### src/rtl/dft_ctrl_pkg.sv
// -----------------------------------------------------------------------------
// dft_ctrl_pkg
// Shared types and default sizing for the DFT streaming controller.
//   dft_state_e      : controller state encoding (IDLE, LOAD, WAIT, UNLOAD)
//   DFT_NWORDS_DEF   : default words per transform
//   DFT_AW_DEF       : default buffer address width (log2 of words)
//   DFT_TMO_CYC_DEF  : default WAIT-state timeout in cycles (16-bit range)
// -----------------------------------------------------------------------------
package dft_ctrl_pkg;

    localparam int DFT_NWORDS_DEF  = 32;
    localparam int DFT_AW_DEF      = 5;
    localparam int DFT_TMO_CYC_DEF = 1024;

    typedef enum logic [1:0] {
        ST_IDLE   = 2'd0,
        ST_LOAD   = 2'd1,
        ST_WAIT   = 2'd2,
        ST_UNLOAD = 2'd3
    } dft_state_e;

endpackage

### src/rtl/dft_ctrl_wdog.sv
// -----------------------------------------------------------------------------
// dft_ctrl_wdog
// Watchdog for the WAIT state of the DFT streaming controller. Counts cycles
// while enabled; flags expiry in the TMO_CYC-th enabled cycle since the last
// clear.
// Ports:
//   wb_clk_i  : clock (rising edge)
//   wb_rst_i  : asynchronous active-high reset
//   enable    : count this cycle
//   clear     : restart the count (wins over enable)
//   expired   : high in the cycle the limit is reached
// -----------------------------------------------------------------------------
module dft_ctrl_wdog #(
    parameter int TMO_CYC = 1024
) (
    input  logic wb_clk_i,
    input  logic wb_rst_i,
    input  logic enable,
    input  logic clear,
    output logic expired
);

    // Counter runs 0..TMO_CYC-1, so the N-th enabled cycle sees count N-1.
    localparam logic [15:0] LIMIT = 16'(TMO_CYC - 1);

    logic [15:0] cnt_q;

    always_ff @(posedge wb_clk_i or posedge wb_rst_i) begin
        if (wb_rst_i) begin
            cnt_q <= '0;
        end else if (clear) begin
            cnt_q <= '0;
        end else if (enable && (cnt_q != LIMIT)) begin
            cnt_q <= cnt_q + 16'd1;
        end
    end

    assign expired = enable && !clear && (cnt_q == LIMIT);

endmodule

### src/rtl/dft_stream_ctrl.sv
// -----------------------------------------------------------------------------
// dft_stream_ctrl
// Sequences one DFT transform: streams NWORDS words from the input buffer into
// the core, waits for the core's output frame, then writes NWORDS words into
// the output buffer.
// Optional build macro: DFT_STREAM_CTRL_TIMEOUT_EN -- when defined, WAIT gives
// up after TMO_CYC cycles (err_o set, no done_o). When undefined WAIT waits
// indefinitely and no watchdog is built.
// Ports:
//   wb_clk_i, wb_rst_i       : clock, asynchronous active-high reset
//   start_i, abort_i         : run request / cancel
//   busy_o, done_o, err_o    : run status, completion pulse, sticky error
//   in_rd_en_o/in_rd_addr_o  : input-buffer read port
//   core_next_o              : frame-start pulse to the core
//   core_next_out_i          : output-frame-start pulse from the core
//   out_wr_en_o/out_wr_addr_o: output-buffer write port
//   data_valid_o             : output buffer holds a complete result
// -----------------------------------------------------------------------------
module dft_stream_ctrl
    import dft_ctrl_pkg::*;
#(
    parameter int NWORDS  = DFT_NWORDS_DEF,
    parameter int AW      = DFT_AW_DEF,
    parameter int TMO_CYC = DFT_TMO_CYC_DEF
) (
    input  logic          wb_clk_i,
    input  logic          wb_rst_i,
    input  logic          start_i,
    input  logic          abort_i,
    output logic          busy_o,
    output logic          done_o,
    output logic          err_o,
    output logic          in_rd_en_o,
    output logic [AW-1:0] in_rd_addr_o,
    output logic          core_next_o,
    input  logic          core_next_out_i,
    output logic          out_wr_en_o,
    output logic [AW-1:0] out_wr_addr_o,
    output logic          data_valid_o
);

    // Elaboration-time sanity checks on the configuration.
    if (NWORDS != (1 << AW)) begin : g_bad_size
        $error("dft_stream_ctrl: NWORDS must equal 2**AW");
    end
    if ((TMO_CYC < 1) || (TMO_CYC > 65535)) begin : g_bad_tmo
        $error("dft_stream_ctrl: TMO_CYC must fit in 16 bits and be nonzero");
    end

    localparam logic [AW-1:0] LAST_WORD = AW'(NWORDS - 1);

    dft_state_e    state_q, state_d;
    logic [AW-1:0] cnt_q, cnt_d;
    logic          err_q, err_d;
    logic          dv_q, dv_d;
    logic          done_q, done_d;
    logic          tmo_expired;

`ifdef DFT_STREAM_CTRL_TIMEOUT_EN
    dft_ctrl_wdog #(
        .TMO_CYC (TMO_CYC)
    ) u_wdog (
        .wb_clk_i (wb_clk_i),
        .wb_rst_i (wb_rst_i),
        .enable   (state_q == ST_WAIT),
        .clear    (state_q != ST_WAIT),
        .expired  (tmo_expired)
    );
`else
    assign tmo_expired = 1'b0;
`endif

    always_ff @(posedge wb_clk_i or posedge wb_rst_i) begin
        if (wb_rst_i) begin
            state_q <= ST_IDLE;
            cnt_q   <= '0;
            err_q   <= 1'b0;
            dv_q    <= 1'b0;
            done_q  <= 1'b0;
        end else begin
            state_q <= state_d;
            cnt_q   <= cnt_d;
            err_q   <= err_d;
            dv_q    <= dv_d;
            done_q  <= done_d;
        end
    end

    // The word counter returns to 0 whenever it is not advancing, so every
    // LOAD and UNLOAD phase starts at address 0 and never passes LAST_WORD.
    always_comb begin
        state_d = state_q;
        cnt_d   = '0;
        err_d   = err_q;
        dv_d    = dv_q;
        done_d  = 1'b0;

        if (abort_i) begin
            // Abort outranks start and the core's frame pulse.
            state_d = ST_IDLE;
            dv_d    = 1'b0;
        end else begin
            case (state_q)
                ST_IDLE: begin
                    if (start_i) begin
                        state_d = ST_LOAD;
                        err_d   = 1'b0;
                        dv_d    = 1'b0;
                    end
                end
                ST_LOAD: begin
                    // An output frame before the input frame is complete
                    // means the core and controller are out of step.
                    if (core_next_out_i) begin
                        state_d = ST_IDLE;
                        err_d   = 1'b1;
                    end else if (cnt_q == LAST_WORD) begin
                        state_d = ST_WAIT;
                    end else begin
                        cnt_d = cnt_q + 1'b1;
                    end
                end
                ST_WAIT: begin
                    if (core_next_out_i) begin
                        state_d = ST_UNLOAD;
                    end else if (tmo_expired) begin
                        state_d = ST_IDLE;
                        err_d   = 1'b1;
                    end
                end
                ST_UNLOAD: begin
                    if (cnt_q == LAST_WORD) begin
                        state_d = ST_IDLE;
                        done_d  = 1'b1;
                        dv_d    = 1'b1;
                    end else begin
                        cnt_d = cnt_q + 1'b1;
                    end
                end
                default: begin
                    state_d = ST_IDLE;
                end
            endcase
        end
    end

    // Strobes decode straight from registered state so reset clears them
    // without waiting for a clock edge.
    assign busy_o        = (state_q != ST_IDLE);
    assign in_rd_en_o    = (state_q == ST_LOAD);
    assign in_rd_addr_o  = (state_q == ST_LOAD) ? cnt_q : '0;
    assign core_next_o   = (state_q == ST_LOAD) && (cnt_q == '0);
    assign out_wr_en_o   = (state_q == ST_UNLOAD);
    assign out_wr_addr_o = (state_q == ST_UNLOAD) ? cnt_q : '0;
    assign done_o        = done_q;
    assign err_o         = err_q;
    assign data_valid_o  = dv_q;

endmodule

### config.mk
export PLATFORM = sky130hd
export DESIGN_NAME = dft_stream_ctrl
export DESIGN_NICKNAME = d
export VERILOG_FILES = /design/src/rtl/dft_ctrl_pkg.sv /design/src/rtl/dft_ctrl_wdog.sv /design/src/rtl/dft_stream_ctrl.sv
export SDC_FILE = /design/constraint.sdc
export NUM_CORES = 1
export LEC_CHECK = 0
export BUFFER_PORTS_ARGS = -buffer_cell sky130_fd_sc_hd__buf_2
export CAP_MARGIN = 25
export CORE_MARGIN = 1.5
export CORE_UTILIZATION = 45
export CTS_BUF_LIST = sky130_fd_sc_hd__clkbuf_4 sky130_fd_sc_hd__clkbuf_8
export CTS_CLUSTER_DIAMETER = 50
export DETAILED_ROUTE_END_ITERATION = 8
export MAX_ROUTING_LAYER = met4
export PLACE_DENSITY = 0.84
export SETUP_SLACK_MARGIN = 0.02
export SYNTH_ARGS = -nofsm -noshare
export SYNTH_HDL_FRONTEND = slang
export SYNTH_SLANG_ARGS = --single-unit
### constraint.sdc
create_clock -name wb_clk_i -period 1.6 [get_ports wb_clk_i]
set_clock_uncertainty 0.2 [all_clocks]
set_input_delay 0.08 -clock wb_clk_i [delete_from_list [all_inputs] [get_ports wb_clk_i]]
set_output_delay 0.08 -clock wb_clk_i [all_outputs]
set_load 0.02 [all_outputs]
==> results of run 1 <==
==> final cells by class <==
| cell class | instances | area, sq um | area share, % |
|---|---|---|---|
| multi-input combinational | 45 | 390.4 | 41.99 |
| sequential | 10 | 251.5 | 27.05 |
| timing repair buffer | 35 | 227.7 | 24.50 |
| clock buffer | 3 | 22.52 | 2.423 |
| inverter | 5 | 18.77 | 2.019 |
| tap | 15 | 18.77 | 2.019 |
==> logic make-up (layout without fill, tap and decap cells) <==
logic type      count (synthesis)  count (layout)  synth area share, %
buf+inv                         7              43                5.918
fa+ha+maj                       3               3                5.918
xor+xnor                        2               2                2.762
compound gates                  7               7                8.481
mux                             1               1                1.578
simple gates                   32              32                35.90
flops                          10              10                39.45
==> cell usage in the layout, fill, tap and decap left out, types with 2 or more instances in the layout <==
cell type / synthesis / routed
sky130_fd_sc_hd__nor2_1: 5 / 5
sky130_fd_sc_hd__buf_4: 1 / 12
sky130_fd_sc_hd__nand2_2: 1 / 2
sky130_fd_sc_hd__nand3b_1: 2 / 2
sky130_fd_sc_hd__and3_1: 6 / 5
sky130_fd_sc_hd__a21o_1: 2 / 2
sky130_fd_sc_hd__clkbuf_4: 0 / 3
sky130_fd_sc_hd__inv_1: 5 / 5
sky130_fd_sc_hd__nand2b_4: 2 / 2
sky130_fd_sc_hd__buf_6: 1 / 2
sky130_fd_sc_hd__buf_2: 0 / 19
sky130_fd_sc_hd__and2_1: 5 / 5
sky130_fd_sc_hd__nor3_2: 2 / 3
sky130_fd_sc_hd__dlygate4sd3_1: 0 / 2
sky130_fd_sc_hd__dfrtp_1: 10 / 9
==> synthesized netlist by cell type (2+ instances only) <==
| master | instances |
|---|---|
| sky130_fd_sc_hd__dfrtp_1 | 10 |
| sky130_fd_sc_hd__and3_1 | 6 |
| sky130_fd_sc_hd__and2_1 | 5 |
| sky130_fd_sc_hd__inv_1 | 5 |
| sky130_fd_sc_hd__nor2_1 | 5 |
| sky130_fd_sc_hd__ha_1 | 3 |
| sky130_fd_sc_hd__a21o_1 | 2 |
| sky130_fd_sc_hd__nand2b_4 | 2 |
| sky130_fd_sc_hd__nand3b_1 | 2 |
| sky130_fd_sc_hd__nor3_1 | 2 |
| sky130_fd_sc_hd__nor3_2 | 2 |
==> through the flow <==
| stage | worst slack (ns) | hold slack (ns) |
|---|---|---|
| final | -0.02795 | -0.003216 |
| after global routing | -0.1260 | 0.01113 |
| after CTS | -0.01593 | 0.0001664 |
| after detailed placement | -0.04302 | -0.1263 |
| after global placement | -0.008626 | -0.1346 |
| after floorplan | -0.01615 | -0.2798 |
==> timing repair <==
item | in CTS | in global routing
hold buffers | 2 | 0
setup endpoints to repair | 10 | 6
setup buffers | 4 | 1
hold endpoints to repair | 14 | 0
gates resized for setup | 4 | 6
pin swaps | 2 | 1
==> flip-flops by register name (all words and copies together) (netlist names) <==
| name | flops |
|---|---|
| data_valid_o | 1 |
| state_q | 2 |
| cnt_q | 5 |
| err_o | 1 |
| done_o | 1 |
==> power by group <==
part | total, mW | internal, mW | switching, mW
logic | 0.0949 | 0.0421 | 0.0527
clock network | 0.163 | 0.0864 | 0.0766
registers | 0.269 | 0.261 | 0.00780
total | 0.527 | 0.390 | 0.137
==> tightest hold or removal path: cells and delay by family <==
family / cells / cell delay (ns)
and+or+nand+nor: 2 / 0.11
buffers and inverters: 1 / 0.11
AOI/OAI and AO/OA: 1 / 0.11
==> metal layers <==
layer	vias up	routed length [um]	GRT usage (%)
met2	25	781	34.52
met1	259	617	20.55
met5	-	0	-
met3	2	80	3.333
met4	0	12	12.50
li1	281	-	-
==> path summary, 6_finish.rpt <==
path                       startpoint           end  slack, ns  cells past startpoint
setup / recovery             cnt_q[1]   core_next_o      -0.03                      6
hold / removal                start_i  data_valid_o     -0.003                      4
setup reg to reg             cnt_q[0]  data_valid_o          0                      6
hold reg to reg              cnt_q[0]      cnt_q[0]       0.37                      2
max in group asynchronous    wb_rst_i    state_q[1]       0.78                      3
min in group asynchronous    wb_rst_i         err_o       0.13                      3
==> results summary, run 1 <==
Wires add up to 1.491 mm. The static leakage came out at 0.5333 nW. The critical path goes through buf_4 -> inv_1 -> ha_1 -> nand3b_1 -> nor3_2 -> buf_4.

For this block, the initial DRC count from the detailed router was 7. In the synthesized netlist the dominant register cell turns out to be sky130_fd_sc_hd__dfrtp_1. The count of buffer and inverter cells on the critical path came out at 3.

The slowest cell on the critical path is sky130_fd_sc_hd__dfrtp_1. The routed wire length per instance came out at 13.19 um. The share of the cycle needed by the critical path after routing came out at 101.7%. The overall via count from detail_route came out at 567. The initial antenna violation count was 0.

The length of the first detailed-routing pass in iterations is 4. The number of remaining DRC errors came out at 0. Entering global routing, the biggest net connects 11 pins. Routability-driven placement finished with a final weighted congestion of 0.8044.

The final-report hold violation count is 2. Across the run, the number of max-cap violations was 0. The finished cells cover 929.6 sq um. The total power after layout came out at 0.5270 mW. The area of the core is 1301 sq um. The max-slew violation count came to 0. The sum of negative setup slack came out at -0.02795 ns. Power spread over the standard cell area amounts to 566.9 nW/um^2. The die area came out at 1644 sq um.

By instance count, the cell type seen most on the critical path is sky130_fd_sc_hd__buf_4. The run finished, with violations left. The arrival time of the worst setup path is 1.35 ns. The routed via count divided by cell count came out at 5.018. The setup slack of the critical path after layout came out at -0.02795 ns. The placed cell count is 103. The worst path required time came out at 1.32 ns. The peak supply drop came out at 454.1 uV. Ranked by total cell area, the synthesized netlist is headed by sky130_fd_sc_hd__dfrtp_1, sky130_fd_sc_hd__and3_1, sky130_fd_sc_hd__ha_1.

Clock tree synthesis selected as its root buffer the cell sky130_fd_sc_hd__clkbuf_4. The cell count after synthesis is 62. In this run the worst path has a maximum fanout of 3. The worst max-slew margin expressed relative to the limit is 74.75%.

The cell area after synthesis came out at 634.4 sq um. The Yosys warning count came out at 0. The detailed-placement wirelength estimate came out at 1.043 mm. The checks that failed: hold timing, setup timing. The minimum clock period after layout is 1.628 ns. The buffer depth of the longest clock path came out at 2. The global-route total usage across every layer came out at 19.91%.

The proportion of register bits with asynchronous set or reset after synthesis came out at 100.0%. The largest single stage delay on the critical path is 0.40 ns. At the pin with the least slew margin, the transition time is 0.3783 ns. The share of the core filled with cells came out at 71.44%. The fraction of layout cells with a size suffix above 1 is 55.10%.

After synthesis, the largest area contributor takes up 39.45% of total cell area. The post-synthesis net count is 70. The first-pass GRT wire length is 1.994 mm.

The final cell count without fillers is 113. The number of fillers in the final layout came out at 106. The number of unique standard cell types used by synthesis came out at 29. The post-synthesis average cell area is 10.23 sq um. The critical path is of the reg2out type. CTS built an H-tree with a depth of 1. The worst setup path is captured at an output pin. Broken down by cell family, the worst path's largest delay share belongs to flip-flops. TritonCTS built the clock tree. The synthesized design contains 0 enable-type register cells.

The effective utilization at floorplan is 48.75%. The register clock-pin slew on the reported worst setup and hold paths came out at 0.05 ns. At the later pin of the worst-skew pair, clock insertion delay measures 0.26 ns. The area overhead of the layout relative to synthesis came out at 46.55%.

The die outline height came out at 40.55 um. In this run the cell area measured after placement is 812.0 sq um. The share of the yosys chip area belonging to registers is 39.45%.

Setup repair after global routing could not meet its margin everywhere. The count of buffers inserted at the top-level ports is 21. The type of the most critical hold path is in2reg. The fmax came out at 614.3 MHz. In this run the count of I/O pins placed on the die edge is 22.

Summed over all instances, the cell type with the most area after synthesis is sky130_fd_sc_hd__dfrtp_1. The number of flip-flops and latches in the synthesized netlist is 10. The floorplan step set the die width to 40.55 um. The via count of the first global-routing pass came out at 475. Clock tree synthesis found a total of 10 sinks. STA classifies the critical path startpoint as a flop.

The worst slack on hold paths is -0.003216 ns. Setup violations remaining at the end of the flow were counted as 1. The number of clock buffers added by TritonCTS is 3.

The remaining global-route overflow is 0. The number of nets in the finished design is 108. The detail route stage leaves a number of antenna-violating nets equal to 0. The antenna diode count came out at 0.

The row count is 13.
Power figures use the tool's default switching activity.
==> run 2, diff against run 1 <==
--- a/config.mk
+++ b/config.mk
@@ -7,14 +7,14 @@
 export LEC_CHECK = 0
 export BUFFER_PORTS_ARGS = -buffer_cell sky130_fd_sc_hd__buf_2
 export CAP_MARGIN = 25
-export CORE_MARGIN = 1.5
-export CORE_UTILIZATION = 45
+export CORE_AREA = 2 2 39 41
 export CTS_BUF_LIST = sky130_fd_sc_hd__clkbuf_4 sky130_fd_sc_hd__clkbuf_8
 export CTS_CLUSTER_DIAMETER = 50
 export DETAILED_ROUTE_END_ITERATION = 8
+export DIE_AREA = 0 0 41 43
 export MAX_ROUTING_LAYER = met4
-export PLACE_DENSITY = 0.84
-export SETUP_SLACK_MARGIN = 0.02
+export PLACE_DENSITY = 0.85
+export SETUP_SLACK_MARGIN = 0.3
 export SYNTH_ARGS = -nofsm -noshare
 export SYNTH_HDL_FRONTEND = slang
 export SYNTH_SLANG_ARGS = --single-unit
==> constraint.sdc (replaced) <==
create_clock -name wb_clk_i -period 2 [get_ports wb_clk_i]
set_clock_uncertainty 0.2 [all_clocks]
set_input_delay 0.1 -clock wb_clk_i [delete_from_list [all_inputs] [get_ports wb_clk_i]]
set_output_delay 0.1 -clock wb_clk_i [all_outputs]
set_load 0.02 [all_outputs]
==> results summary, run 2 (same netlist as run 1, synthesis figures left out) <==
Tracing the worst setup path back leads to its startpoint at cnt_q[1]. The count of buffer and inverter cells on the critical path is 0 (-3). The cell family contributing the most delay on the critical path is flip-flops.

The ratio of total power to cell area is 543.5 nW/um^2 (-4.1%). The worst setup path is launched from a flop. Counting flops per register, the top entry is cnt_q. The combinational power share was 16.5% (-1.5 points). The via count of the first global-routing pass is 459 (-3.4%). The fmax came out at 588.8 MHz. The largest registers in the layout are cnt_q (5), state_q (2). The sum of negative setup slack came out at 0 ns (+0.02795 ns).

In the finished design, the share of the clock period the worst path needs comes to 84.92%. The number of nets in the finished design came out at 103 (-4.6%). The CTS tree is built.

The number of flip-flops under the largest register name came to 5 (unchanged). The clock latency on the worst-skew pair came out at 0.26 ns (about the same). The final-report hold violation count is 0 (-2). The part of the total power dissipated in the clock network is 38.8% (+7.9 points).

The depth of the most critical reg-to-reg path came out at 6 (unchanged). The placement-stage cell area is 745.7 sq um (-8.2%). The fraction of layout cells with a size suffix above 1 is 48.94% (-6.2 points). The buffer depth of the longest clock path came to 2 (unchanged).

The area occupied by multi-input gates is 366.6 sq um (-6.1%). The number of sinks handled by clock tree synthesis came out at 10 (unchanged). The net switching power is 0.1228 mW (-10%). The length of the first detailed-routing pass in iterations is 4 (unchanged).

The number of remaining DRC errors is 0 (unchanged). The worst setup path is of the reg2reg kind. Leaving out fill and tap cells, the most frequent cells in the layout are sky130_fd_sc_hd__buf_2, sky130_fd_sc_hd__dfrtp_1, sky130_fd_sc_hd__buf_4.

The maximum single-stage delay on the critical path is 0.41 ns (about the same). The antenna diode count was 0 (unchanged). The count of buffers inserted at the top-level ports is 21 (unchanged). STA classifies the critical path endpoint as a flop. The count of antenna-violating nets left after detailed routing came out at 0 (unchanged). The max-slew violation count is 0 (unchanged). The run finished with clean final reports.

The arrival time of the worst setup path is 1.66 ns (+0.31 ns). The most critical setup path has its endpoint at data_valid_o. Setup repair after global routing could not meet its margin everywhere. The remaining global-route overflow came out at 0 (unchanged). The area growth from synthesis to layout is 38.86%. The effective utilization at floorplan came out at 45.84% (-2.9 points). The static leakage came out at 0.5080 nW (-4.8%). The min-delay analysis places its worst path in the category in2reg. The measured slew at the worst slew-check pin is 0.4013 ns (+0.02294 ns).

The worst path required time came out at 1.96 ns (+0.64 ns). The share of the core filled with cells came out at 63.65% (-7.8 points). The internal power is 0.3559 mW (-8.7%). The fraction of power spent switching nets came out at 25.65% (-0.38 points). The end of the worst register-to-register path is data_valid_o. The sequential cell area is 252.7 sq um (+0.50%). The number of fillers in the final layout came out at 108 (+1.9%).

The routed design could run at a clock period as short as 1.698 ns. The register clock-pin slew on the reported worst setup and hold paths is 0.07 ns (+0.02 ns). The first-pass GRT wire length is 2.056 mm (+3.1%). The largest net degree at the start of global routing is 15 (+4). The routed via count divided by cell count was 5.009 (-0.17%).

The critical-path maximum fanout came out at 7 (+4). The launch instance of the worst register-to-register path is cnt_q[1]. The number of levels the H-tree was split into came out at 1 (unchanged).

The detailed-placement wirelength estimate is 936 um (-10%). The share of total power in sequential cells came out at 44.7% (-6.4 points). The final design area excluding fillers is 880.8 sq um (-5.2%). The DRC violation total after the first TritonRoute iteration is 16 (+9). The final RePlAce weighted congestion is 0.7798 (-3.1%).

The row count is 14 (+1). The worst max-slew margin expressed relative to the limit came out at 73.22% (-1.5 points). The area of the core came out at 1384 sq um (+6.3%). The global-route total usage across every layer came to 17.85% (-2.1 points).

The number of top-level pins is 22 (unchanged). The die width was 41 um (+1.1%). The library cell used most frequently in the layout, excluding fill and tap cells, is sky130_fd_sc_hd__buf_2. The routed wire length per instance came out at 13.30 um (+0.80%).

The signal on the critical path passes through ha_2 -> and3_4 -> ha_4 -> a21o_1 -> a22oi_1 -> nor2_1. The die area is 1763 sq um (+7.2%). The max-capacitance violation count is 0 (unchanged).

For this design, the slowest cell found on the critical path is sky130_fd_sc_hd__dfrtp_1. The number of stages on the worst setup path came out at 6 (unchanged). The total CTS buffers came out at 3 (unchanged). The initial antenna violation count is 0 (unchanged). The die outline height is 43 um (+6.1%). The slack of the worst reg-to-reg path is 0.30 ns (+0.30 ns). The overall via count from detail_route is 551 (-2.8%). The cell chosen for the clock root is sky130_fd_sc_hd__clkbuf_4. The wire length reported by the detailed router is 1.463 mm (-1.9%).

The setup-violating endpoint count in the final report is 0 (-1). The peak supply drop is 412.6 uV (-9.1%).
-- run 2: area by class of cell --
type / count / area share (%)
well taps: 16 / 2.273
clock buffers: 4 / 4.119
repair buffers: 30 / 21.16
flip-flops and latches: 10 / 28.69
multi-input cells: 45 / 41.62
inverters: 5 / 2.131
-- run 2: through the flow --
stage                     std cells  hold WS, ns  worst slack [ns]  power, mW
final                           110      0.02120            0.3016     0.4787
after global placement           97      -0.1144            0.2917     0.2835
after floorplan                  62      -0.2598            0.3184     0.2648
after global routing            110      0.02999            0.2535     0.4977
after detailed placement         97     -0.09710            0.2550     0.2850
after CTS                       107     0.007293            0.3133     0.4745
-- run 2: power groups by stage --
stage | registers, mW | clock network [mW] | logic [mW]
2_1_floorplan | 0.224 | 0 | 0.0408
3_3_place_gp | 0.221 | 0 | 0.0622
3_5_place_dp | 0.222 | 0 | 0.0632
4_1_cts | 0.217 | 0.187 | 0.0697
5_1_grt | 0.215 | 0.197 | 0.0856
6_report | 0.214 | 0.186 | 0.0789
-- run 2: worst min-delay path by stage --
| stage | start | to | slack [ns] | cells past startpoint |
|---|---|---|---|---|
| 4_1_cts | core_next_out_i | state_q[1] | 0.007 | 4 |
| 2_1_floorplan | wb_rst_i | cnt_q[0] | -0.26 | 1 |
| 3_3_place_gp | wb_rst_i | cnt_q[1] | -0.11 | 2 |
| 6_report | core_next_out_i | state_q[0] | 0.02 | 4 |
| 3_5_place_dp | wb_rst_i | cnt_q[4] | -0.1 | 2 |
| 5_1_grt | core_next_out_i | state_q[0] | 0.03 | 4 |
-- run 2: metal layers --
| metal | wire length [um] | GRT usage (%) |
|---|---|---|
| met5 | 0 | - |
| met4 | 14 | 6.000 |
| met3 | 73 | 4.712 |
| met2 | 768 | 27.81 |
| met1 | 606 | 21.55 |
-- run 2: tightest hold or removal path, stage by stage --
cell                      delay (ns)
sky130_fd_sc_hd__buf_2          0.13
sky130_fd_sc_hd__nand2_2        0.06
sky130_fd_sc_hd__a21o_1         0.12
sky130_fd_sc_hd__a21oi_2        0.05
-- run 2: timing repair --
action / 4_1_cts / 5_1_grt
setup buffers: 3 / 3
hold buffers: 3 / 0
cloned: 0 / 0
setup endpoints to repair: 7 / 2
pin swaps: 0 / 1
hold endpoints to repair: 13 / 0
resized for setup: 3 / 3
